$ cat src/rtl/decoder_scan_ctrl.sv
// Scan sequencer for a 3-to-8 line decoder: walks the enabled positions of an
// 8-entry mask with a programmable dwell and a blanking cycle between positions.
module decoder_scan_ctrl #(
  parameter int unsigned DIV_W = 16
) (
  input  logic             i_clk,
  input  logic             i_rst,
  input  logic             i_en,
  input  logic [DIV_W-1:0] i_div,
  input  logic [7:0]       i_mask,
  input  logic             i_polarity,
  output logic [2:0]       o_sel,
  output logic             o_opt,
  output logic             o_blank,
  output logic             o_wrap,
  output logic             o_busy
);

  localparam int unsigned N_POS = 8;
  localparam int unsigned SEL_W = 3;

  typedef enum logic [1:0] {
    IDLE  = 2'd0,
    DWELL = 2'd1,
    BLANK = 2'd2
  } state_t;

  state_t             state, state_d;
  logic [DIV_W-1:0]   cnt, cnt_d;
  logic [SEL_W-1:0]   sel_d;
  logic               opt_d, blank_d, wrap_d, busy_d;
  logic [N_POS-1:0]   above;

  // Index of the lowest set bit; callers guarantee a non-zero argument.
  function automatic logic [SEL_W-1:0] lowest(input logic [N_POS-1:0] m);
    logic [SEL_W-1:0] idx;
    idx = '0;
    for (int i = N_POS - 1; i >= 0; i--) begin
      if (m[i]) idx = SEL_W'(i);
    end
    return idx;
  endfunction

  // Enabled positions strictly above the current select.
  always_comb begin
    above = '0;
    for (int i = 0; i < N_POS; i++) begin
      above[i] = i_mask[i] && (SEL_W'(i) > o_sel);
    end
  end

  always_comb begin
    state_d = state;
    cnt_d   = cnt;
    sel_d   = o_sel;
    opt_d   = o_opt;
    blank_d = o_blank;
    wrap_d  = 1'b0;
    busy_d  = o_busy;

    if (!i_en) begin
      state_d = IDLE;
      cnt_d   = '0;
      blank_d = 1'b1;
      busy_d  = 1'b0;
    end else begin
      unique case (state)
        IDLE: begin
          if (i_mask != '0) begin
            state_d = DWELL;
            sel_d   = lowest(i_mask);
            cnt_d   = i_div;
            opt_d   = i_polarity;
            blank_d = 1'b0;
            busy_d  = 1'b1;
            wrap_d  = 1'b1;
          end else begin
            blank_d = 1'b1;
            busy_d  = 1'b0;
          end
        end
        DWELL: begin
          if (cnt == '0) begin
            state_d = BLANK;
            blank_d = 1'b1;
          end else begin
            cnt_d = cnt - DIV_W'(1);
          end
        end
        BLANK: begin
          if (i_mask == '0) begin
            state_d = IDLE;
            busy_d  = 1'b0;
          end else begin
            state_d = DWELL;
            // No higher position left: restart the frame and flag it.
            if (above != '0) begin
              sel_d = lowest(above);
            end else begin
              sel_d  = lowest(i_mask);
              wrap_d = 1'b1;
            end
            cnt_d   = i_div;
            opt_d   = i_polarity;
            blank_d = 1'b0;
          end
        end
        default: begin
          state_d = IDLE;
        end
      endcase
    end
  end

  always_ff @(posedge i_clk) begin
    if (i_rst) begin
      state   <= IDLE;
      cnt     <= '0;
      o_sel   <= '0;
      o_opt   <= 1'b0;
      o_blank <= 1'b1;
      o_wrap  <= 1'b0;
      o_busy  <= 1'b0;
    end else begin
      state   <= state_d;
      cnt     <= cnt_d;
      o_sel   <= sel_d;
      o_opt   <= opt_d;
      o_blank <= blank_d;
      o_wrap  <= wrap_d;
      o_busy  <= busy_d;
    end
  end

endmodule

$ cat config.mk
export PLATFORM = sky130hd
export DESIGN_NAME = decoder_scan_ctrl
export DESIGN_NICKNAME = d
export VERILOG_FILES = /design/src/rtl/decoder_scan_ctrl.sv
export SDC_FILE = /design/constraint.sdc
export NUM_CORES = 1
export LEC_CHECK = 0
export ABC_AREA = 1
export CAP_MARGIN = 15
export CORE_AREA = 2 2 63 65
export CTS_CLUSTER_DIAMETER = 50
export DETAILED_ROUTE_END_ITERATION = 8
export DIE_AREA = 0 0 65 67
export PLACE_DENSITY = 0.78
export SYNTH_ARGS = -nofsm -noshare
export SYNTH_HDL_FRONTEND = slang
export SYNTH_SLANG_ARGS = --single-unit
$ cat constraint.sdc
create_clock -name i_clk -period 1.7 [get_ports i_clk]
set_input_delay 0.51 -clock i_clk [delete_from_list [all_inputs] [get_ports i_clk]]
set_output_delay 0.51 -clock i_clk [all_outputs]
set_load 0.05 [all_outputs]
==> impl_results.html, run 1 <==
<table>
<tr><th>Metric</th><th>Value</th></tr>
<tr><th colspan="2">Logic synthesis</th></tr>
<tr><td>Number of warnings printed during yosys synthesis</td><td>0</td></tr>
<tr><td>Primary flip-flop cell chosen by synthesis mapping</td><td>sky130_fd_sc_hd__dfxtp_1</td></tr>
<tr><td>Synthesized netlist net count</td><td>353</td></tr>
<tr><td>Most instantiated library cell after synthesis</td><td>sky130_fd_sc_hd__nand2_1</td></tr>
<tr><td>Combinational family with the most area after synthesis</td><td>simple AND/OR/NAND/NOR gates</td></tr>
<tr><td>Dominant cell type by area after synthesis</td><td>sky130_fd_sc_hd__dfxtp_1</td></tr>
<tr><td>Leading post-synthesis cells by instance count</td><td>sky130_fd_sc_hd__nand2_1, sky130_fd_sc_hd__nor2_1, sky130_fd_sc_hd__inv_1</td></tr>
<tr><td>Share of the yosys chip area belonging to registers</td><td>26.9%</td></tr>
<tr><td>Mean post-synth cell area</td><td>5.83 µm²</td></tr>
<tr><td>Cells after Synth</td><td>319</td></tr>
<tr><td>Adder-Cell Fraction of Synth Area</td><td>4.04%</td></tr>
<tr><td>Share of Yosys cell area claimed by the top area cell type</td><td>26.9%</td></tr>
<tr><td>Parity-gate share of the synthesized area counting xor and xnor cells</td><td>0.942%</td></tr>
<tr><td>Unique masters post-synth</td><td>26</td></tr>
<tr><td>Post-synthesis mux area share</td><td>0%</td></tr>
<tr><td>Post-Syn Area</td><td>1860 µm²</td></tr>
<tr><td>Synth async-reset ratio</td><td>0%</td></tr>
<tr><td>Post-synthesis simple-gate area fraction</td><td>42.9%</td></tr>
<tr><td>EDFF count, synth</td><td>0</td></tr>
<tr><td>Synthesized flop and latch total</td><td>25</td></tr>
<tr><td>Top cells by area, synth</td><td>sky130_fd_sc_hd__dfxtp_1, sky130_fd_sc_hd__nand2_1, sky130_fd_sc_hd__nor2_1</td></tr>
<tr><td>Fraction of the mapped netlist area in compound gates</td><td>14.6%</td></tr>
<tr><th colspan="2">Placement</th></tr>
<tr><td>Final GP Congestion</td><td>0.906</td></tr>
<tr><td>Dpl ws</td><td>-0.449 ns</td></tr>
<tr><td>HPWL after detailed placement</td><td>3510 µm</td></tr>
<tr><td>Placed cell areas</td><td>2440 µm²</td></tr>
<tr><td>Cell Count Post-Placement</td><td>415</td></tr>
<tr><td>Number of buffer cells added on primary ports</td><td>34</td></tr>
<tr><th colspan="2">Cells and area</th></tr>
<tr><td>Footprint of the multi-input gates</td><td>1280 µm²</td></tr>
<tr><td>Share of post-route cells with drive strength above 1</td><td>19.5%</td></tr>
<tr><td>Final cell area excluding filler cells</td><td>2640 µm²</td></tr>
<tr><td>Final-stage net count</td><td>409</td></tr>
<tr><td>Synthesis-to-finish area growth</td><td>41.7%</td></tr>
<tr><td>Util after Layout</td><td>73.1%</td></tr>
<tr><td>Number of diodes</td><td>0</td></tr>
<tr><td>Count of filler cells inserted in the layout</td><td>305</td></tr>
<tr><td>Combined flip-flop and latch cell area</td><td>503 µm²</td></tr>
<tr><td>Cell Count, Final, Fillers Out</td><td>422</td></tr>
<tr><th colspan="2">Critical path</th></tr>
<tr><td>Cell-by-cell trace of the critical path</td><td>inv_1 -&gt; ha_1 -&gt; inv_1 -&gt; buf_4 -&gt; nand2_1 -&gt; nand2_1 -&gt; a21oi_2 -&gt; nor2_1</td></tr>
<tr><td>Arrival time at the worst endpoint</td><td>1.76 ns</td></tr>
<tr><td>Critical-path maximum fanout</td><td>7</td></tr>
<tr><td>Number of cells on the critical path</td><td>8</td></tr>
<tr><td>Slowest stage cell on the critical path</td><td>sky130_fd_sc_hd__dfxtp_2</td></tr>
<tr><td>Worst flop-to-flop path endpoint</td><td>cnt[12]</td></tr>
<tr><td>Slack of the worst reg-to-reg path</td><td>0.12 ns</td></tr>
<tr><td>Launch point of the worst path</td><td>state[1]</td></tr>
<tr><td>Critical Path Start Type</td><td>flop</td></tr>
<tr><td>Worst reg2reg path depth</td><td>8</td></tr>
<tr><td>Critical path type</td><td>flop to flop</td></tr>
<tr><td>Kind of capture point of the worst setup path</td><td>flop</td></tr>
<tr><td>Start of the worst register-to-register path</td><td>state[1]</td></tr>
<tr><td>Worst path buffer plus inverter count</td><td>3</td></tr>
<tr><td>Kind of cell adding the most delay to the critical path</td><td>buffers and inverters</td></tr>
<tr><td>Endpoint required time on the critical path</td><td>1.87 ns</td></tr>
<tr><td>Critical Path End</td><td>cnt[12]</td></tr>
<tr><td>Largest stage delay, worst path</td><td>0.35 ns</td></tr>
<tr><th colspan="2">Route</th></tr>
<tr><td>Routed WL per cell</td><td>11.7 µm</td></tr>
<tr><td>Remaining DRCs</td><td>0</td></tr>
<tr><td>Total vias in the final route</td><td>2165</td></tr>
<tr><td>Via density per instance</td><td>5.13</td></tr>
<tr><td>Final wirelength</td><td>4940 µm</td></tr>
<tr><td>Number of search-and-repair iterations in the first detailed-routing pass</td><td>4</td></tr>
<tr><td>DRC violation total after the first TritonRoute iteration</td><td>120</td></tr>
<tr><td>Antenna viol nets, final</td><td>0</td></tr>
<tr><th colspan="2">Clocking</th></tr>
<tr><td>Clock-pin slew of the registers on the worst-case setup and hold paths</td><td>0.10 ns</td></tr>
<tr><td>Total clock buffers created by CTS</td><td>3</td></tr>
<tr><td>TritonCTS clock tree</td><td>done</td></tr>
<tr><td>Hold_buf cts</td><td>0</td></tr>
<tr><td>Clock Sinks</td><td>25</td></tr>
<tr><td>Maximum level of the CTS H-tree</td><td>1</td></tr>
<tr><td>Worst-Skew Late Latency</td><td>0.27 ns</td></tr>
<tr><td>Buffer levels on the longest clock path</td><td>2</td></tr>
<tr><td>Clk root buf</td><td>sky130_fd_sc_hd__clkbuf_8</td></tr>
<tr><th colspan="2">Global route</th></tr>
<tr><td>First-pass GRT wire length</td><td>8040 µm</td></tr>
<tr><td>Largest net degree at the start of global routing</td><td>19</td></tr>
<tr><td>Initial antenna violation count</td><td>0</td></tr>
<tr><td>Remaining global-route overflow</td><td>0</td></tr>
<tr><td>Global-route usage over all layers</td><td>23.0%</td></tr>
<tr><td>Via count of the first global-routing pass</td><td>1924</td></tr>
<tr><th colspan="2">Timing</th></tr>
<tr><td>Final critical path time including I/O delays and setup</td><td>1.58 ns</td></tr>
<tr><td>Final slew viol count</td><td>0</td></tr>
<tr><td>Slew Limit Headroom</td><td>76.0%</td></tr>
<tr><td>Final number of setup-violating endpoints</td><td>0</td></tr>
<tr><td>Hold Worst Slack</td><td>0.487 ns</td></tr>
<tr><td>Final Hold Violating Endpoints</td><td>0</td></tr>
<tr><td>Transition time at the pin with the least slew margin</td><td>0.359 ns</td></tr>
<tr><td>Maximum clock rate</td><td>631 MHz</td></tr>
<tr><td>Worst setup slack after layout</td><td>0.116 ns</td></tr>
<tr><td>Share of the clock period used by the worst path</td><td>93.2%</td></tr>
<tr><td>Post-route clock skew</td><td>0.0108 ns</td></tr>
<tr><td>Setup tns final</td><td>0 ns</td></tr>
<tr><th colspan="2">Power and ir drop</th></tr>
<tr><td>Net switching fraction of the power</td><td>36.7%</td></tr>
<tr><td>Internal power</td><td>1.10 mW</td></tr>
<tr><td>Proportion of power drawn by the clock network</td><td>20.6%</td></tr>
<tr><td>Share of power burned in registers</td><td>39.1%</td></tr>
<tr><td>Pwr dens</td><td>660 nW/µm²</td></tr>
<tr><td>Net Sw Power</td><td>0.638 mW</td></tr>
<tr><td>Overall Power</td><td>1.74 mW</td></tr>
<tr><td>Combinational share of power</td><td>40.3%</td></tr>
<tr><td>Leakage</td><td>1.35 nW</td></tr>
<tr><td>Maximum VDD drop</td><td>605 µV</td></tr>
<tr><th colspan="2">Run status</th></tr>
<tr><td>Outcome</td><td>finished clean</td></tr>
<tr><th colspan="2">Die</th></tr>
<tr><td>Horizontal extent of the die</td><td>65 µm</td></tr>
<tr><td>Chip height</td><td>67 µm</td></tr>
<tr><td>DIE AREA</td><td>4360 µm²</td></tr>
<tr><td>Initial Utilization</td><td>51.6%</td></tr>
<tr><td>Site row count</td><td>22</td></tr>
<tr><td>Total I/O pin count</td><td>35</td></tr>
<tr><td>Core outline area</td><td>3610 µm²</td></tr>
<tr><th colspan="2">Min path</th></tr>
<tr><td>Min-delay worst type</td><td>flop to flop</td></tr>
<tr><th colspan="2">Flow run</th></tr>
<tr><td>Max-capacitance violation count</td><td>0</td></tr>
</table>
## what timing repair did
action / in CTS / in global routing
endpoints found under the setup margin: 21 / 25
buffers inserted: 0 / 1
pin swaps: 2 / 15
gates cloned: 1 / 1
resized for setup: 8 / 36
hold endpoints to repair: 0 / 0
## layer usage
metal | vias up | global-route usage, % | part of all wire [%] | wire length, µm
li1 | 1129 | - | - | -
met1 | 971 | 29.4 | 45 | 2220
met2 | 61 | 42.7 | 49 | 2420
met3 | 4 | 2.03 | 5.5 | 274
met4 | 0 | 3.46 | 0.47 | 23
met5 | - | 0 | 0 | 0
## power by group through the flow
stage / logic, mW / registers (mW) / clock network, mW
floorplan: 0.372 / 0.720 / 0
global placement: 0.645 / 0.690 / 0
detailed placement: 0.655 / 0.691 / 0
CTS: 0.665 / 0.677 / 0.371
global route: 0.782 / 0.687 / 0.394
finish: 0.701 / 0.680 / 0.358
## registers in the layout (all words and copies together), names as in the netlist
| register | count |
|---|---|
| o_blank | 1 |
| o_wrap | 1 |
| o_opt | 1 |
| o_sel | 3 |
| state | 2 |
| o_busy | 1 |
| cnt | 16 |
## cells in the final DEF (no fill, tap or decap), drive strengths merged, types with 6 or more instances in the layout
cell type      netlist  routed
dfxtp               25      25
buf                  3      30
nand3               31      32
a21oi               24      24
clkdlybuf4s50        0      19
inv                 37      37
nand2              105     105
ha                   6       6
dlymetal6s2s         0       8
o21ai               22      22
nor2                51      52
## worst reg2reg max path: cells and delay by family, from the launching register on
kind	cells	cell delay, ns
flip-flops	1	0.35
buffers and inverters	3	0.45
AO/OA/AOI/OAI	1	0.13
AND/OR/NAND/NOR	3	0.26
adder cells (fa/ha/maj)	1	0.30
## how the worst min path moves through the flow
stage / start / end / cells past startpoint
6_report: cnt[14] / cnt[14] / 2
5_1_grt: cnt[15] / cnt[15] / 2
4_1_cts: cnt[15] / cnt[15] / 2
3_5_place_dp: cnt[15] / cnt[15] / 2
3_3_place_gp: cnt[15] / cnt[15] / 2
2_1_floorplan: cnt[7] / cnt[7] / 2
## cells by family after synthesis
family          Yosys count
fa+ha+maj                 6
compound gates           50
buf+inv                  45
xor+xnor                  2
flops                    25
simple gates            191
## layout make-up
class | count | area share, %
tap | 48 | 2.28
clock buffer | 3 | 1.57
clock inverter | 1 | 0.285
multi-input combinational | 251 | 48.5
sequential | 25 | 19.1
inverter | 37 | 5.27
timing repair buffer | 57 | 23.0
Note: power is estimated with default switching activity, not from simulation.
==> run 2: changes to the inputs <==
--- a/config.mk
+++ b/config.mk
@@ -6,12 +6,12 @@
 export NUM_CORES = 1
 export LEC_CHECK = 0
 export ABC_AREA = 1
-export CAP_MARGIN = 15
+export CAP_MARGIN = 20
 export CORE_AREA = 2 2 63 65
 export CTS_CLUSTER_DIAMETER = 50
 export DETAILED_ROUTE_END_ITERATION = 8
 export DIE_AREA = 0 0 65 67
-export PLACE_DENSITY = 0.78
+export PLACE_DENSITY = 0.81
 export SYNTH_ARGS = -nofsm -noshare
 export SYNTH_HDL_FRONTEND = slang
 export SYNTH_SLANG_ARGS = --single-unit
==> impl_results.html, run 2 (synthesized netlist as in run 1, its figures left out) <==
<table>
<tr><th>Metric</th><th>Value</th></tr>
<tr><th colspan="2">Critical path</th></tr>
<tr><td>Arrival time at the worst endpoint</td><td>1.75 ns</td></tr>
<tr><td>Launch point of the worst path</td><td>i_mask[6]</td></tr>
<tr><td>Slack of the worst reg-to-reg path</td><td>0.16 ns</td></tr>
<tr><td>Critical Path End</td><td>cnt[4]</td></tr>
<tr><td>Endpoint required time on the critical path</td><td>1.91 ns</td></tr>
<tr><td>Kind of capture point of the worst setup path</td><td>flop</td></tr>
<tr><td>Slowest stage cell on the critical path</td><td>sky130_fd_sc_hd__dlygate4sd2_1</td></tr>
<tr><td>Cell-by-cell trace of the critical path</td><td>dlygate4sd2_1 -&gt; nor2_2 -&gt; nand3_2 -&gt; nor2_4 -&gt; o21ai_4 -&gt; inv_2 -&gt; nor2_4 -&gt; nand2_1 -&gt; o21ai_0 -&gt; nor2_1</td></tr>
<tr><td>Worst reg2reg path depth</td><td>8</td></tr>
<tr><td>Critical Path Start Type</td><td>primary input</td></tr>
<tr><td>Worst flop-to-flop path endpoint</td><td>cnt[4]</td></tr>
<tr><td>Most prevalent standard cell on the critical path</td><td>sky130_fd_sc_hd__nor2_4</td></tr>
<tr><td>Kind of cell adding the most delay to the critical path</td><td>simple AND/OR/NAND/NOR gates</td></tr>
<tr><td>Start of the worst register-to-register path</td><td>state[0]</td></tr>
<tr><td>Critical-path maximum fanout</td><td>7</td></tr>
<tr><td>Worst path buffer plus inverter count</td><td>2</td></tr>
<tr><td>Critical path type</td><td>primary input to flop</td></tr>
<tr><td>Largest stage delay, worst path</td><td>0.27 ns</td></tr>
<tr><td>Number of cells on the critical path</td><td>10</td></tr>
<tr><th colspan="2">Clocking</th></tr>
<tr><td>Clock Sinks</td><td>25</td></tr>
<tr><td>Clk root buf</td><td>sky130_fd_sc_hd__clkbuf_8</td></tr>
<tr><td>Worst-Skew Late Latency</td><td>0.28 ns</td></tr>
<tr><td>Total clock buffers created by CTS</td><td>3</td></tr>
<tr><td>Buffer levels on the longest clock path</td><td>2</td></tr>
<tr><td>TritonCTS clock tree</td><td>done</td></tr>
<tr><td>Maximum level of the CTS H-tree</td><td>1</td></tr>
<tr><td>Clock-pin slew of the registers on the worst-case setup and hold paths</td><td>0.10 ns</td></tr>
<tr><td>Hold_buf cts</td><td>0</td></tr>
<tr><th colspan="2">Cells and area</th></tr>
<tr><td>Share of post-route cells with drive strength above 1</td><td>17.0%</td></tr>
<tr><td>Max FFs per register</td><td>16</td></tr>
<tr><td>Registers with the most flip-flops</td><td>cnt: 16 flops, o_sel: 3 flops, state: 2 flops</td></tr>
<tr><td>Commonest cells after routing, fill and taps aside</td><td>sky130_fd_sc_hd__nand2_1, sky130_fd_sc_hd__nor2_1, sky130_fd_sc_hd__inv_1, sky130_fd_sc_hd__nand3_1</td></tr>
<tr><td>Number of diodes</td><td>0</td></tr>
<tr><td>Count of filler cells inserted in the layout</td><td>303</td></tr>
<tr><td>Register with the highest flop count</td><td>cnt</td></tr>
<tr><td>Most common cell after layout, fill and taps aside</td><td>sky130_fd_sc_hd__nand2_1</td></tr>
<tr><td>Synthesis-to-finish area growth</td><td>38.8%</td></tr>
<tr><td>Final-stage net count</td><td>406</td></tr>
<tr><th colspan="2">Route</th></tr>
<tr><td>DRC violation total after the first TritonRoute iteration</td><td>224</td></tr>
<tr><td>Remaining DRCs</td><td>0</td></tr>
<tr><td>Via density per instance</td><td>5.16</td></tr>
<tr><td>Total vias in the final route</td><td>2162</td></tr>
<tr><td>Final wirelength</td><td>4850 µm</td></tr>
<tr><td>Antenna viol nets, final</td><td>0</td></tr>
<tr><td>Number of search-and-repair iterations in the first detailed-routing pass</td><td>4</td></tr>
<tr><td>Routed WL per cell</td><td>11.6 µm</td></tr>
<tr><th colspan="2">Global route</th></tr>
<tr><td>Initial antenna violation count</td><td>0</td></tr>
<tr><td>Remaining global-route overflow</td><td>0</td></tr>
<tr><td>First-pass GRT wire length</td><td>8160 µm</td></tr>
<tr><td>Global-route usage over all layers</td><td>23.8%</td></tr>
<tr><td>Via count of the first global-routing pass</td><td>1977</td></tr>
<tr><td>Largest net degree at the start of global routing</td><td>19</td></tr>
<tr><th colspan="2">Timing</th></tr>
<tr><td>Worst setup slack after layout</td><td>0.154 ns</td></tr>
<tr><td>Slew Limit Headroom</td><td>76.7%</td></tr>
<tr><td>Transition time at the pin with the least slew margin</td><td>0.349 ns</td></tr>
<tr><td>Final number of setup-violating endpoints</td><td>0</td></tr>
<tr><td>Final slew viol count</td><td>0</td></tr>
<tr><td>Maximum clock rate</td><td>647 MHz</td></tr>
<tr><td>Final Hold Violating Endpoints</td><td>0</td></tr>
<tr><td>Post-route clock skew</td><td>0.0118 ns</td></tr>
<tr><td>Share of the clock period used by the worst path</td><td>91.0%</td></tr>
<tr><td>Final critical path time including I/O delays and setup</td><td>1.55 ns</td></tr>
<tr><td>Hold Worst Slack</td><td>0.486 ns</td></tr>
<tr><th colspan="2">Die</th></tr>
<tr><td>Horizontal extent of the die</td><td>65 µm</td></tr>
<tr><td>Total I/O pin count</td><td>35</td></tr>
<tr><td>Core outline area</td><td>3610 µm²</td></tr>
<tr><td>DIE AREA</td><td>4360 µm²</td></tr>
<tr><td>Chip height</td><td>67 µm</td></tr>
<tr><td>Initial Utilization</td><td>51.6%</td></tr>
<tr><td>Site row count</td><td>22</td></tr>
<tr><th colspan="2">Power and ir drop</th></tr>
<tr><td>Leakage</td><td>1.33 nW</td></tr>
<tr><td>Maximum VDD drop</td><td>486 µV</td></tr>
<tr><td>Pwr dens</td><td>675 nW/µm²</td></tr>
<tr><td>Overall Power</td><td>1.74 mW</td></tr>
<tr><th colspan="2">Flow run</th></tr>
<tr><td>Max-capacitance violation count</td><td>0</td></tr>
<tr><th colspan="2">Min path</th></tr>
<tr><td>Min-delay worst type</td><td>flop to flop</td></tr>
<tr><td>Number of stages on the worst hold path</td><td>2</td></tr>
<tr><th colspan="2">Placement</th></tr>
<tr><td>HPWL after detailed placement</td><td>3520 µm</td></tr>
<tr><td>Number of buffer cells added on primary ports</td><td>34</td></tr>
<tr><td>Dpl ws</td><td>-0.436 ns</td></tr>
<tr><td>Final GP Congestion</td><td>0.936</td></tr>
<tr><th colspan="2">Run status</th></tr>
<tr><td>Outcome</td><td>finished clean</td></tr>
</table>
-- run 2: cell count changes in the layout (fill, tap and decap cells not counted), sizes merged --
cell          before  now
clkbuf             3    4
buf               30   27
clkinvlp           1    0
dlymetal6s2s       8    7
dlygate4sd2        0    1
-- run 2: worst min-delay path by stage --
stage | start | slack (ns) | end
floorplan | cnt[7] | 0.45 | cnt[7]
finish | cnt[7] | 0.49 | cnt[7]
CTS | cnt[7] | 0.49 | cnt[7]
global placement | cnt[7] | 0.47 | cnt[7]
detailed placement | cnt[7] | 0.47 | cnt[7]
global route | cnt[7] | 0.51 | cnt[7]
-- run 2: timing repair --
item | in CTS | in global routing
setup endpoints to repair | 21 | 23
resized for setup | 10 | 24
endpoints found under the hold margin | 0 | 0
setup buffers | 0 | 1
gates cloned | 1 | 1
pin swaps | 3 | 10
-- run 2: worst register-to-register path, delay by kind of cell, from the launching register on --
family	cells	cell delay, ns
buffers and inverters	2	0.17
AND/OR/NAND/NOR	3	0.35
adder cells (fa/ha/maj)	1	0.26
AO/OA/AOI/OAI	2	0.29
flip-flops	1	0.36
-- run 2: report_power, final --
part	internal, mW	total (mW)	leakage (nW)	switching, mW
Clock	0.169	0.376	0.0228	0.208
Combinational	0.301	0.686	1.10	0.385
Sequential	0.628	0.680	0.207	0.0519
Total	1.10	1.74	1.33	0.645
-- run 2: stage by stage --
stage	util (%)	TNS, ns	instances	area (µm²)
after floorplan	-	0	319	1860
after global placement	67.0	-7.31	412	2410
after detailed placement	67.0	-8.42	412	2410
after CTS	69.3	-0.0191	417	2500
after global routing	71.6	-0.00420	419	2580
final	71.6	0	419	2580
-- run 2: final cells by class --
| type | count | area, µm² | area share [%] |
|---|---|---|---|
| Tap cell | 48 | 60.1 | 2.33 |
| Sequential cell | 25 | 504 | 19.5 |
| Timing Repair Buffer | 54 | 577 | 22.3 |
| Inverter | 37 | 139 | 5.38 |
| Clock buffer | 4 | 45.0 | 1.75 |
| Multi-Input combinational cell | 251 | 1260 | 48.7 |
-- run 2: layer usage --
layer	up-vias	track usage [%]	wire length (µm)
li1	1121	-	-
met1	970	28.6	2230
met2	56	42.0	2240
met3	15	4.39	257
met4	0	9.04	120
met5	-	0	0
